==> config.mk <==
export PLATFORM = sky130hd
export DESIGN_NAME = except_collector
export DESIGN_NICKNAME = d
export VERILOG_FILES = /design/src/rtl/except_collector.sv
export SDC_FILE = /design/constraint.sdc
export NUM_CORES = 1
export LEC_CHECK = 0
export CAP_MARGIN = 20
export CORE_ASPECT_RATIO = 1.5
export CORE_MARGIN = 3
export CORE_UTILIZATION = 49
export CTS_BUF_LIST = sky130_fd_sc_hd__clkbuf_16
export CTS_CLUSTER_DIAMETER = 120
export DETAILED_ROUTE_END_ITERATION = 10
export PLACE_DENSITY_LB_ADDON = 0.3
export SYNTH_ARGS = -nofsm -noshare
export SYNTH_HDL_FRONTEND = slang
export SYNTH_SLANG_ARGS = --single-unit
==> constraint.sdc <==
create_clock -name clk -period 6.65 [get_ports clk]
set_input_delay 1.33 -clock clk [delete_from_list [all_inputs] [get_ports clk]]
set_output_delay 1.33 -clock clk [all_outputs]
set_load 0.1 [all_outputs]
==> src/rtl/except_collector.sv <==
// except_collector: three-stage IF/ID/EX pipeline that gathers exception flags into a prioritized CP0 excepttype word.
// Define ALIGN_CHECK_EN to compute adel/ades internally from ex_size and ex_mem_addr instead of using ex_adel/ex_ades.
module except_collector #(
  parameter int DATA_W = 32
) (
  input  logic              clk,
  input  logic              rst,
  input  logic              stall,
  input  logic              flush,
  input  logic              if_valid,
  input  logic [DATA_W-1:0] if_pc,
  input  logic              id_syscall,
  input  logic              id_break,
  input  logic              id_invalid,
  input  logic              id_eret,
  input  logic              id_mfc0,
  input  logic              id_mtc0,
  input  logic              id_branch,
  input  logic [4:0]        id_cp0_addr,
  input  logic              ex_overflow,
  input  logic              ex_load,
  input  logic              ex_store,
  input  logic [1:0]        ex_size,
  input  logic [DATA_W-1:0] ex_mem_addr,
  input  logic              ex_adel,
  input  logic              ex_ades,
  output logic [15:0]       excepttype,
  output logic [DATA_W-1:0] current_pc,
  output logic [DATA_W-1:0] bad_addr,
  output logic              exc_valid
);

  // Keeps only the lowest set bit; bit 0 carries the highest-priority exception.
  function automatic logic [6:0] first_set(input logic [6:0] f);
    return f & (~f + 7'd1);
  endfunction

`ifdef ALIGN_CHECK_EN
  function automatic logic misaligned(input logic [1:0] size, input logic [1:0] lo);
    case (size)
      2'b01:   return lo[0];
      2'b10:   return |lo;
      default: return 1'b0;
    endcase
  endfunction
`endif

  logic              vld_p0;
  logic              pc_addr_p0;
  logic [DATA_W-1:0] pc_p0;

  logic              vld_p1;
  logic              pc_addr_p1;
  logic              ri_p1;
  logic              sys_p1;
  logic              brk_p1;
  logic              eret_p1;
  logic              mfc0_p1;
  logic              mtc0_p1;
  logic              ds_p1;
  logic [4:0]        cp0_p1;
  logic [DATA_W-1:0] pc_p1;

  logic              vld_p2;
  logic [15:0]       et_p2;
  logic [DATA_W-1:0] pc_p2;
  logic [DATA_W-1:0] bad_p2;

  logic              branch_pending;
  logic              id_take;

  assign id_take = vld_p0 & ~pc_addr_p0;

  // IF -> ID and ID -> EX control registers
  always_ff @(posedge clk) begin
    if (rst || flush) begin
      vld_p0         <= 1'b0;
      pc_addr_p0     <= 1'b0;
      vld_p1         <= 1'b0;
      pc_addr_p1     <= 1'b0;
      ri_p1          <= 1'b0;
      sys_p1         <= 1'b0;
      brk_p1         <= 1'b0;
      eret_p1        <= 1'b0;
      mfc0_p1        <= 1'b0;
      mtc0_p1        <= 1'b0;
      ds_p1          <= 1'b0;
      branch_pending <= 1'b0;
    end else if (!stall) begin
      vld_p0     <= if_valid;
      pc_addr_p0 <= if_valid & (if_pc[1:0] != 2'b00);
      vld_p1     <= vld_p0;
      pc_addr_p1 <= vld_p0 & pc_addr_p0;
      ri_p1      <= id_take & id_invalid;
      sys_p1     <= id_take & id_syscall;
      brk_p1     <= id_take & id_break;
      eret_p1    <= id_take & id_eret;
      mfc0_p1    <= id_take & id_mfc0;
      mtc0_p1    <= id_take & id_mtc0;
      ds_p1      <= id_take & branch_pending;
      if (vld_p0) branch_pending <= id_branch;
    end
  end

  // PCs and CP0 number are qualified by the valid bits, so they need no reset
  always_ff @(posedge clk) begin
    if (!stall) begin
      pc_p0  <= if_pc;
      pc_p1  <= pc_p0;
      cp0_p1 <= id_take ? id_cp0_addr : 5'd0;
    end
  end

  logic adel_raw;
  logic ades_raw;
  logic unused_ext;

`ifdef ALIGN_CHECK_EN
  assign adel_raw   = ex_load  & misaligned(ex_size, ex_mem_addr[1:0]);
  assign ades_raw   = ex_store & misaligned(ex_size, ex_mem_addr[1:0]);
  assign unused_ext = ex_adel ^ ex_ades;
`else
  assign adel_raw   = ex_adel & ex_load;
  assign ades_raw   = ex_ades & ex_store;
  assign unused_ext = ^ex_size;
`endif

  logic [6:0]        hit;
  logic              exc_any;
  logic [15:0]       et_nxt;
  logic [DATA_W-1:0] pc_nxt;
  logic [DATA_W-1:0] bad_nxt;

  always_comb begin
    hit     = '0;
    et_nxt  = '0;
    pc_nxt  = '0;
    bad_nxt = '0;
    exc_any = 1'b0;
    if (vld_p1) begin
      hit     = first_set({ades_raw, adel_raw, ex_overflow, brk_p1, sys_p1, ri_p1, pc_addr_p1});
      exc_any = |hit;
      et_nxt  = {cp0_p1, ds_p1, hit[0], hit[6], hit[5], hit[4], hit[2], hit[3], hit[1],
                 eret_p1 & ~exc_any, mfc0_p1 & ~exc_any, mtc0_p1 & ~exc_any};
      pc_nxt  = pc_p1;
      if (hit[0])              bad_nxt = pc_p1;
      else if (hit[5] | hit[6]) bad_nxt = ex_mem_addr;
    end
  end

  // EX -> OUT register; a stall pushes a bubble here
  always_ff @(posedge clk) begin
    if (rst || flush || stall) begin
      vld_p2 <= 1'b0;
      et_p2  <= '0;
      pc_p2  <= '0;
      bad_p2 <= '0;
    end else begin
      vld_p2 <= vld_p1;
      et_p2  <= et_nxt;
      pc_p2  <= pc_nxt;
      bad_p2 <= bad_nxt;
    end
  end

  assign excepttype = et_p2;
  assign current_pc = pc_p2;
  assign bad_addr   = bad_p2;
  assign exc_valid  = vld_p2;

endmodule
==> results of run 1 <==
==> final cells by class <==
cell class / instances / area [um^2] / share of cell area (%)
Sequential cell: 162 / 3930 / 51.1
Tap cell: 141 / 176 / 2.29
Clock inverter: 13 / 176 / 2.29
Clock buffer: 19 / 475 / 6.17
Inverter: 5 / 20.0 / 0.260
Multi-Input combinational cell: 163 / 1210 / 15.7
Timing Repair Buffer: 171 / 1710 / 22.2
==> cell usage in the layout, fill, tap and decap left out <==
cell type        count
a21oi_1              9
a22o_1               1
and2_1              43
and2_2               1
and3_1               1
buf_12               1
buf_4                4
bufinv_16            4
clkbuf_16           19
clkdlybuf4s50_1    166
clkinv_1             2
clkinv_2             2
clkinv_4             1
clkinvlp_4           1
dfxtp_1             93
edfxtp_1            69
inv_1                5
inv_4                1
inv_6                2
mux2i_1              2
nand2_1             10
nand2_2              1
nand2b_1             1
nand3_1             42
nor2_1               4
nor2_2               1
nor2b_1              3
nor3_1               2
nor3b_1              1
nor4_1               4
nor4b_1              1
nor4b_4              1
o21ai_0              3
o2bb2ai_1            2
o2bb2ai_2           29
or2_2                1
==> kinds of logic after synthesis <==
family / count (synthesis) / synth area share, %
mux: 2 / 0.380
flops: 162 / 74.6
compound gates: 44 / 9.89
buf+inv: 26 / 2.63
simple gates: 117 / 12.5
==> registers in the layout, indices dropped and copies added, names as in the netlist <==
register        count
bad_addr           32
current_pc         32
pc_p0              32
pc_p1              32
excepttype         16
cp0_p1              5
branch_pending      1
brk_p1              1
ds_p1               1
eret_p1             1
exc_valid           1
mfc0_p1             1
mtc0_p1             1
pc_addr_p0          1
pc_addr_p1          1
ri_p1               1
sys_p1              1
vld_p0              1
vld_p1              1
==> worst min-delay path by stage <==
| stage | slack [ps] | to | from | cells past startpoint |
|---|---|---|---|---|
| final | 420 | pc_p1[12]$_DFFE_PN_ | pc_p0[12]$_DFFE_PN_ | 0 |
| after global routing | 420 | pc_p1[13]$_DFFE_PN_ | pc_p0[13]$_DFFE_PN_ | 0 |
| after CTS | 420 | pc_p1[6]$_DFFE_PN_ | pc_p0[6]$_DFFE_PN_ | 0 |
| after detailed placement | 400 | pc_p1[11]$_DFFE_PN_ | pc_p0[11]$_DFFE_PN_ | 0 |
| after global placement | 400 | pc_p1[3]$_DFFE_PN_ | pc_p0[3]$_DFFE_PN_ | 0 |
| after floorplan | 400 | pc_p1[0]$_DFFE_PN_ | pc_p0[0]$_DFFE_PN_ | 0 |
==> cell usage after synthesis <==
master / count
and3_1: 1
nor4b_4: 1
o21ai_0: 3
nand2_2: 1
nor3_1: 2
edfxtp_1: 69
nor2b_1: 3
clkinv_1: 1
or2_2: 1
clkbuf_1: 14
o2bb2ai_2: 29
buf_6: 4
o2bb2ai_1: 2
nor4_1: 4
nor2_1: 5
a22o_1: 1
nand3_1: 42
inv_1: 4
mux2i_1: 2
a21oi_1: 9
nor3b_1: 1
nor4b_1: 1
dfxtp_1: 93
nand2b_1: 1
nand2_1: 10
buf_4: 3
and2_1: 44
==> metrics by stage <==
step | worst slack (ps) | total power, mW | cells | hold slack, ps
after floorplan | 3130 | 1.13 | 351 | 400
after global placement | 2660 | 1.19 | 641 | 401
after detailed placement | 2630 | 1.19 | 641 | 405
after CTS | 3060 | 2.24 | 673 | 416
after global routing | 2930 | 2.29 | 674 | 424
final | 3110 | 2.22 | 674 | 416
==> per-layer routing <==
| metal | vias up | track usage (%) | routed length, um |
|---|---|---|---|
| met5 | - | 0 | 0 |
| met4 | 0 | 7.84 | 223 |
| met3 | 20 | 7.79 | 858 |
| met2 | 126 | 33.9 | 6090 |
| met1 | 1591 | 20.9 | 4230 |
| li1 | 1597 | - | - |
==> where the power goes <==
group / switching [mW] / total (mW) / leakage (nW) / internal (mW)
sequential: 0.0130 / 1.09 / 1.43 / 1.07
clock: 0.376 / 1.05 / 0.321 / 0.672
combinational: 0.0367 / 0.0873 / 0.951 / 0.0506
==> flow_summary.yaml, run 1 <==
critical_path:
  critPathBufInv: 2
  crit_required_ps: 6990
  crit_arrival_ps: 3880
  cp-start-kind: "primary input"
  crit_chain: "clkdlybuf4s50_1 > nor4b_4 > buf_4 > and2_2 > o2bb2ai_2"
  r2r-start: "vld_p1$_SDFFE_PP0N_"
  crit_type: "primary input to flop"
  critPathCaptureType: "flop"
  crit_cells: 5
  r2r_cells: 4
  setup.worst_path.end: "bad_addr[25]$_SDFF_PP0_"
  cp-startpoint: "stall"
  slowest_stage: "and2_2"
  crit_fanout: 43
  cp_top_family: "simple AND/OR/NAND/NOR gates"
  rrSetupSlack_ps: 4560
  rr_endpoint: "bad_addr[25]$_SDFF_PP0_"
  crit_path_max_incr_delay_ps: 850
grt:
  antenna_found_initial: 0
  grt_max_degree: 44
  grt_first_pass_wirelength_um: 17900
  grt.total_usage_pct: 19.5
  grt_pass1_vias: 3438
  grt-ovfl-total: 0
logic_synthesis:
  synth_area_leaders: "edfxtp_1, dfxtp_1, o2bb2ai_2, and2_1, nand3_1"
  syn_area_per_cell_um2: 15.0
  yosysTopAreaCell: "edfxtp_1"
  yosysWarnings: 0
  syn_area_mm2: 0.00528
  synth_top_area_share_pct: 39.3
  ys_ff_latch: 162
  seq_area_frac_synth_pct: 74.6
  ys_types: 27
  synth_nets: 439
  netlist_instances: 351
clocking:
  htree_levels: 4
  root_buffer: "clkbuf_16"
  path_clk_slew_ps: 60
  cts_sinks: 162
  post-cts-setup-buffers: 0
  clk_latency_ps: 420
  ctsHoldBuffers: 0
  clockBufferDepth: 2
  cts.repair.resized: 0
  cts_tree: "done"
  cts-buffers-inserted: 17
drt:
  ant_nets: 0
  drc: 0
  via_count: 3334
  first_pass_iters: 4
  drtIter0Drc: 157
  via_per_inst: 4.95
  wl_um: 11400
  wl_per_cell_um: 16.9
pwr:
  p_leak_nw: 2.70
  ir_drop_mv: 0.222
  power.density_mw_per_mm2: 288
floorplanning:
  die_h_um: 133
  rows: 45
  die-width_um: 90.7
  initial_core_util_pct: 51.2
  die_area_mm2: 0.0121
  ios: 169
  core_area_mm2: 0.0103
timing:
  setup_viol: 0
  worst_pin_slew_ps: 1020
  rsz0062_at_grt: "false"
  finalMaxSlewViolations: 0
  finalHoldViolCount: 0
  finalCriticalPeriod_ps: 3540
  max_slew_margin_pct: 31.6
  finalCritPeriodShare_pct: 53.3
  tns_ps: 0
  fmax_mhz: 282
  clock_skew_ps: 7.90
final_layout:
  fill_cells: 691
  fin_util_pct: 74.7
  n_antenna_cell: 0
  areaGrowthSynthToFinish_pct: 46.0
  final_nets: 608
  drive_above_1_share_pct: 12.9
  fin_area_mm2: 0.00770
worst_hold_path:
  hold_class: "flop to flop"
placement:
  dp_hpwl_um: 7570
  post_dp_cell_area_mm2: 0.00703
  io_buffers: 166
  gp_congestion: 0.750
run_status:
  outcome: "finished clean"
flow_run:
  maxCapViolCount: 0
Power figures use the tool's default switching activity.
==> inputs of run 2 (changes only) <==
--- a/config.mk
+++ b/config.mk
@@ -8,7 +8,7 @@
 export CAP_MARGIN = 20
 export CORE_ASPECT_RATIO = 1.5
 export CORE_MARGIN = 3
-export CORE_UTILIZATION = 49
+export CORE_UTILIZATION = 46
 export CTS_BUF_LIST = sky130_fd_sc_hd__clkbuf_16
 export CTS_CLUSTER_DIAMETER = 120
 export DETAILED_ROUTE_END_ITERATION = 10
==> constraint.sdc (replaced) <==
create_clock -name clk -period 3.45 [get_ports clk]
set_input_delay 0.69 -clock clk [delete_from_list [all_inputs] [get_ports clk]]
set_output_delay 0.69 -clock clk [all_outputs]
set_load 0.1 [all_outputs]
==> flow_summary.yaml, run 2 (synthesis results as in run 1) <==
run_status:
  outcome: "finished clean"
grt:
  grt_pass1_vias: 3349
  grt_max_degree: 50
  grt_first_pass_wirelength_um: 17100
  antenna_found_initial: 0
  grt.total_usage_pct: 17.8
  grt-ovfl-total: 0
flow_run:
  maxCapViolCount: 0
final_layout:
  fin_cells: 684
  multi_input_area_mm2: 0.00121
  areaGrowthSynthToFinish_pct: 44.8
  drive_above_1_share_pct: 14.7
  layout_commonest_cell: "clkdlybuf4s50_1"
  regArea_mm2: 0.00393
  fin_area_mm2: 0.00764
  n_antenna_cell: 0
  layout_common_cells: "clkdlybuf4s50_1, dfxtp_1, edfxtp_1"
  fill_cells: 776
  final_nets: 612
  fin_util_pct: 68.7
drt:
  wl_um: 11000
  dr.max_layer_used: "met4"
  wl_met2_um: 5870
  route.met3.wl_um: 944
  met1_length_um: 3950
  via_count: 3300
  first_pass_iters: 4
  drtIter0Drc: 133
  via_per_inst: 4.82
  drc: 0
  wl_per_cell_um: 16.1
  ant_nets: 0
clocking:
  clk_latency_ps: 410
  cts.repair.resized: 0
  htree_levels: 4
  cts_tree: "done"
  cts_sinks: 162
  clockBufferDepth: 2
  path_clk_slew_ps: 60
  cts-buffers-inserted: 17
  ctsHoldBuffers: 0
  root_buffer: "clkbuf_16"
  post-cts-setup-buffers: 0
floorplanning:
  die-width_um: 93.4
  ios: 169
  die_h_um: 137
  die_area_mm2: 0.0128
  rows: 47
  initial_core_util_pct: 47.5
  core_area_mm2: 0.0111
pwr:
  p_leak_nw: 2.68
  ir_drop_mv: 0.371
  power.density_mw_per_mm2: 530
  p_total_mw: 4.05
worst_hold_path:
  hold_class: "flop to flop"
placement:
  dp_slack_ps: 842
  dp_hpwl_um: 7590
  post_dp_cell_area_mm2: 0.00706
  dp.cells: 652
  gp_congestion: 0.771
  io_buffers: 166
timing:
  max_slew_margin_pct: 31.7
  finalMaxSlewViolations: 0
  worst_pin_slew_ps: 1020
  hold_ws_ps: 412
  fmax_mhz: 387
  finalCritPeriodShare_pct: 74.9
  finalCriticalPeriod_ps: 2590
  tns_ps: 0
  rsz0062_at_grt: "false"
  setup_viol: 0
  fin_ws_ps: 864
  clock_skew_ps: 7.26
  finalHoldViolCount: 0
critical_path:
  critPathCaptureType: "output pin"
  crit_type: "flop to output pin"
  crit_required_ps: 2760
  slowest_stage: "clkdlybuf4s50_1"
  critPathBufInv: 1
  crit_chain: "clkdlybuf4s50_1"
  cp_top_family: "buffers and inverters"
  crit_path_max_incr_delay_ps: 1140
  crit_arrival_ps: 1900
  cp-start-kind: "flop"
  crit_fanout: 1
[run 2: changes by cell type in the layout (fill, tap and decap cells not counted), moves of 2 or more]
cell             change
buf_4                +9
clkinv_1             -2
clkdlybuf4s50_1      -4
inv_6                +2
bufinv_16            -3
[run 2: where the power goes]
part / switching, mW / internal [mW] / total [mW]
clock network: 0.746 / 1.04 / 1.79
registers: 0.0243 / 2.07 / 2.09
logic: 0.0702 / 0.0997 / 0.170
total: 0.840 / 3.21 / 4.05
[run 2: final cells by class]
class                   instances  area share [%]
clock buffers                  18            5.90
multi-input cells             163            15.8
inverters                       5           0.246
well taps                     147            2.41
flip-flops and latches        162            51.5
clock inverters                14            1.62
repair buffers                175            22.5
[run 2: metal layers]
metal	up-vias	GRT usage, %
li1	1603	-
met4	0	7.74
met2	119	30.9
met5	-	0
met1	1561	19.7
met3	17	6.16
[run 2: path summary, 6_finish.rpt]
path,start,to,slack [ps],cells past startpoint
worst max-delay path,bad_addr[21]$_SDFF_PP0_,bad_addr[21],860,1
worst min-delay path,pc_p0[15]$_DFFE_PN_,pc_p1[15]$_DFFE_PN_,410,0
worst max register to register,pc_addr_p1$_SDFFE_PP0N_,bad_addr[26]$_SDFF_PP0_,1490,4
worst min register to register,pc_p0[15]$_DFFE_PN_,pc_p1[15]$_DFFE_PN_,410,0
==> inputs of run 3 (changes only) <==
--- a/config.mk
+++ b/config.mk
@@ -8,7 +8,7 @@
 export CAP_MARGIN = 20
 export CORE_ASPECT_RATIO = 1.5
 export CORE_MARGIN = 3
-export CORE_UTILIZATION = 46
+export CORE_UTILIZATION = 41
 export CTS_BUF_LIST = sky130_fd_sc_hd__clkbuf_16
 export CTS_CLUSTER_DIAMETER = 120
 export DETAILED_ROUTE_END_ITERATION = 10
==> constraint.sdc (replaced) <==
create_clock -name clk -period 2.3 [get_ports clk]
set_input_delay 0.46 -clock clk [delete_from_list [all_inputs] [get_ports clk]]
set_output_delay 0.46 -clock clk [all_outputs]
set_load 0.1 [all_outputs]
==> flow_summary.yaml, run 3 (synthesis results as in run 1) <==
clocking:
  clockBufferDepth: 2
  ctsHoldBuffers: 0
  post-cts-setup-buffers: 0
  clk_latency_ps: 410
  path_clk_slew_ps: 70
  cts.repair.resized: 0
  htree_levels: 4
  cts_tree: "done"
  cts_sinks: 162
  cts-buffers-inserted: 17
  root_buffer: "clkbuf_16"
final_layout:
  final_nets: 615
  fill_cells: 1020
  regArea_mm2: 0.00393
  layout_commonest_cell: "dfxtp_1"
  areaGrowthSynthToFinish_pct: 42.6
  n_antenna_cell: 0
  drive_above_1_share_pct: 28.9
  fin_util_pct: 60.1
  fin_area_mm2: 0.00752
  multi_input_area_mm2: 0.00121
  layout_common_cells: "dfxtp_1, buf_4, clkdlybuf4s50_1"
drt:
  ant_nets: 0
  wl_per_cell_um: 16.2
  drtIter0Drc: 95
  via_count: 3321
  drc: 0
  wl_um: 11300
  via_per_inst: 4.78
  first_pass_iters: 4
critical_path:
  crit_required_ps: 2620
  cp_top_family: "buffers and inverters"
  crit_type: "primary input to flop"
  slowest_stage: "clkdlybuf4s50_1"
  crit_chain: "clkdlybuf4s50_1 > nor4b_4 > buf_4 > nand2b_1 > nor4b_1"
  critPathBufInv: 2
  crit_fanout: 26
  critPathCaptureType: "flop"
  cp-start-kind: "primary input"
  crit_arrival_ps: 2010
  crit_path_max_incr_delay_ps: 450
floorplanning:
  initial_core_util_pct: 42.2
  die_h_um: 145
  die_area_mm2: 0.0143
  rows: 50
  core_area_mm2: 0.0125
  die-width_um: 98.6
  ios: 169
flow_run:
  maxCapViolCount: 0
pwr:
  power.density_mw_per_mm2: 809
  p_leak_nw: 2.88
  ir_drop_mv: 0.472
  p_total_mw: 6.08
grt:
  antenna_found_initial: 0
  grt.total_usage_pct: 16.1
  grt_max_degree: 50
  grt-ovfl-total: 0
  grt_first_pass_wirelength_um: 17900
  grt_pass1_vias: 3511
timing:
  max_slew_margin_pct: 49.3
  hold_ws_ps: 416
  rsz0062_at_grt: "false"
  finalCritPeriodShare_pct: 73.7
  setup_viol: 0
  finalCriticalPeriod_ps: 1690
  fmax_mhz: 590
  finalHoldViolCount: 0
  finalMaxSlewViolations: 0
  clock_skew_ps: 12.5
  worst_pin_slew_ps: 759
  tns_ps: 0
placement:
  gp_congestion: 0.796
  post_dp_cell_area_mm2: 0.00695
  dp_hpwl_um: 8060
  io_buffers: 166
worst_hold_path:
  hold_class: "flop to flop"
run_status:
  outcome: "finished clean"
-- run 3: cell count changes in the layout (fill, tap and decap cells not counted), moves of 2 or more --
cell	previous run	this run
inv_4	2	0
clkdlybuf4s50_1	162	85
clkbuf_16	18	20
buf_12	0	4
buf_4	13	89
clkinv_1	0	2
clkinv_2	2	4
clkinvlp_4	2	0
-- run 3: routing by layer --
metal / track usage, % / share of wire [%]
met5: 0 / 0
met2: 28.9 / 54
met1: 16.8 / 37
met3: 5.24 / 6.2
met4: 7.11 / 2.8
-- run 3: final cells by class --
| class | count | share of cell area (%) |
|---|---|---|
| Multi-Input combinational cell | 163 | 16.0 |
| Clock inverter | 11 | 0.931 |
| Timing Repair Buffer | 178 | 21.3 |
| Clock buffer | 20 | 6.65 |
| Tap cell | 156 | 2.59 |
| Inverter | 5 | 0.266 |
| Sequential cell | 162 | 52.3 |
-- run 3: final timing paths --
kind	startpoint	endpoint	slack (ps)	depth (start not counted)
setup / recovery	flush	excepttype[4]$_SDFF_PP0_	610	5
hold / removal	pc_p0[6]$_DFFE_PN_	pc_p1[6]$_DFFE_PN_	420	0
setup reg to reg	pc_addr_p1$_SDFFE_PP0N_	excepttype[7]$_SDFF_PP0_	840	4
hold reg to reg	pc_p0[6]$_DFFE_PN_	pc_p1[6]$_DFFE_PN_	420	0
-- run 3: where the power goes --
part	total (mW)	internal, mW	switching [mW]	leakage [nW]
Clock	2.68	1.57	1.11	0.289
Combinational	0.263	0.156	0.107	1.16
Sequential	3.14	3.10	0.0371	1.43
-- run 3: stage by stage --
step                setup slack, ps  cells
floorplan                       636    351
global placement                223    664
detailed placement              165    664
CTS                             589    695
global route                    468    695
finish                          606    695
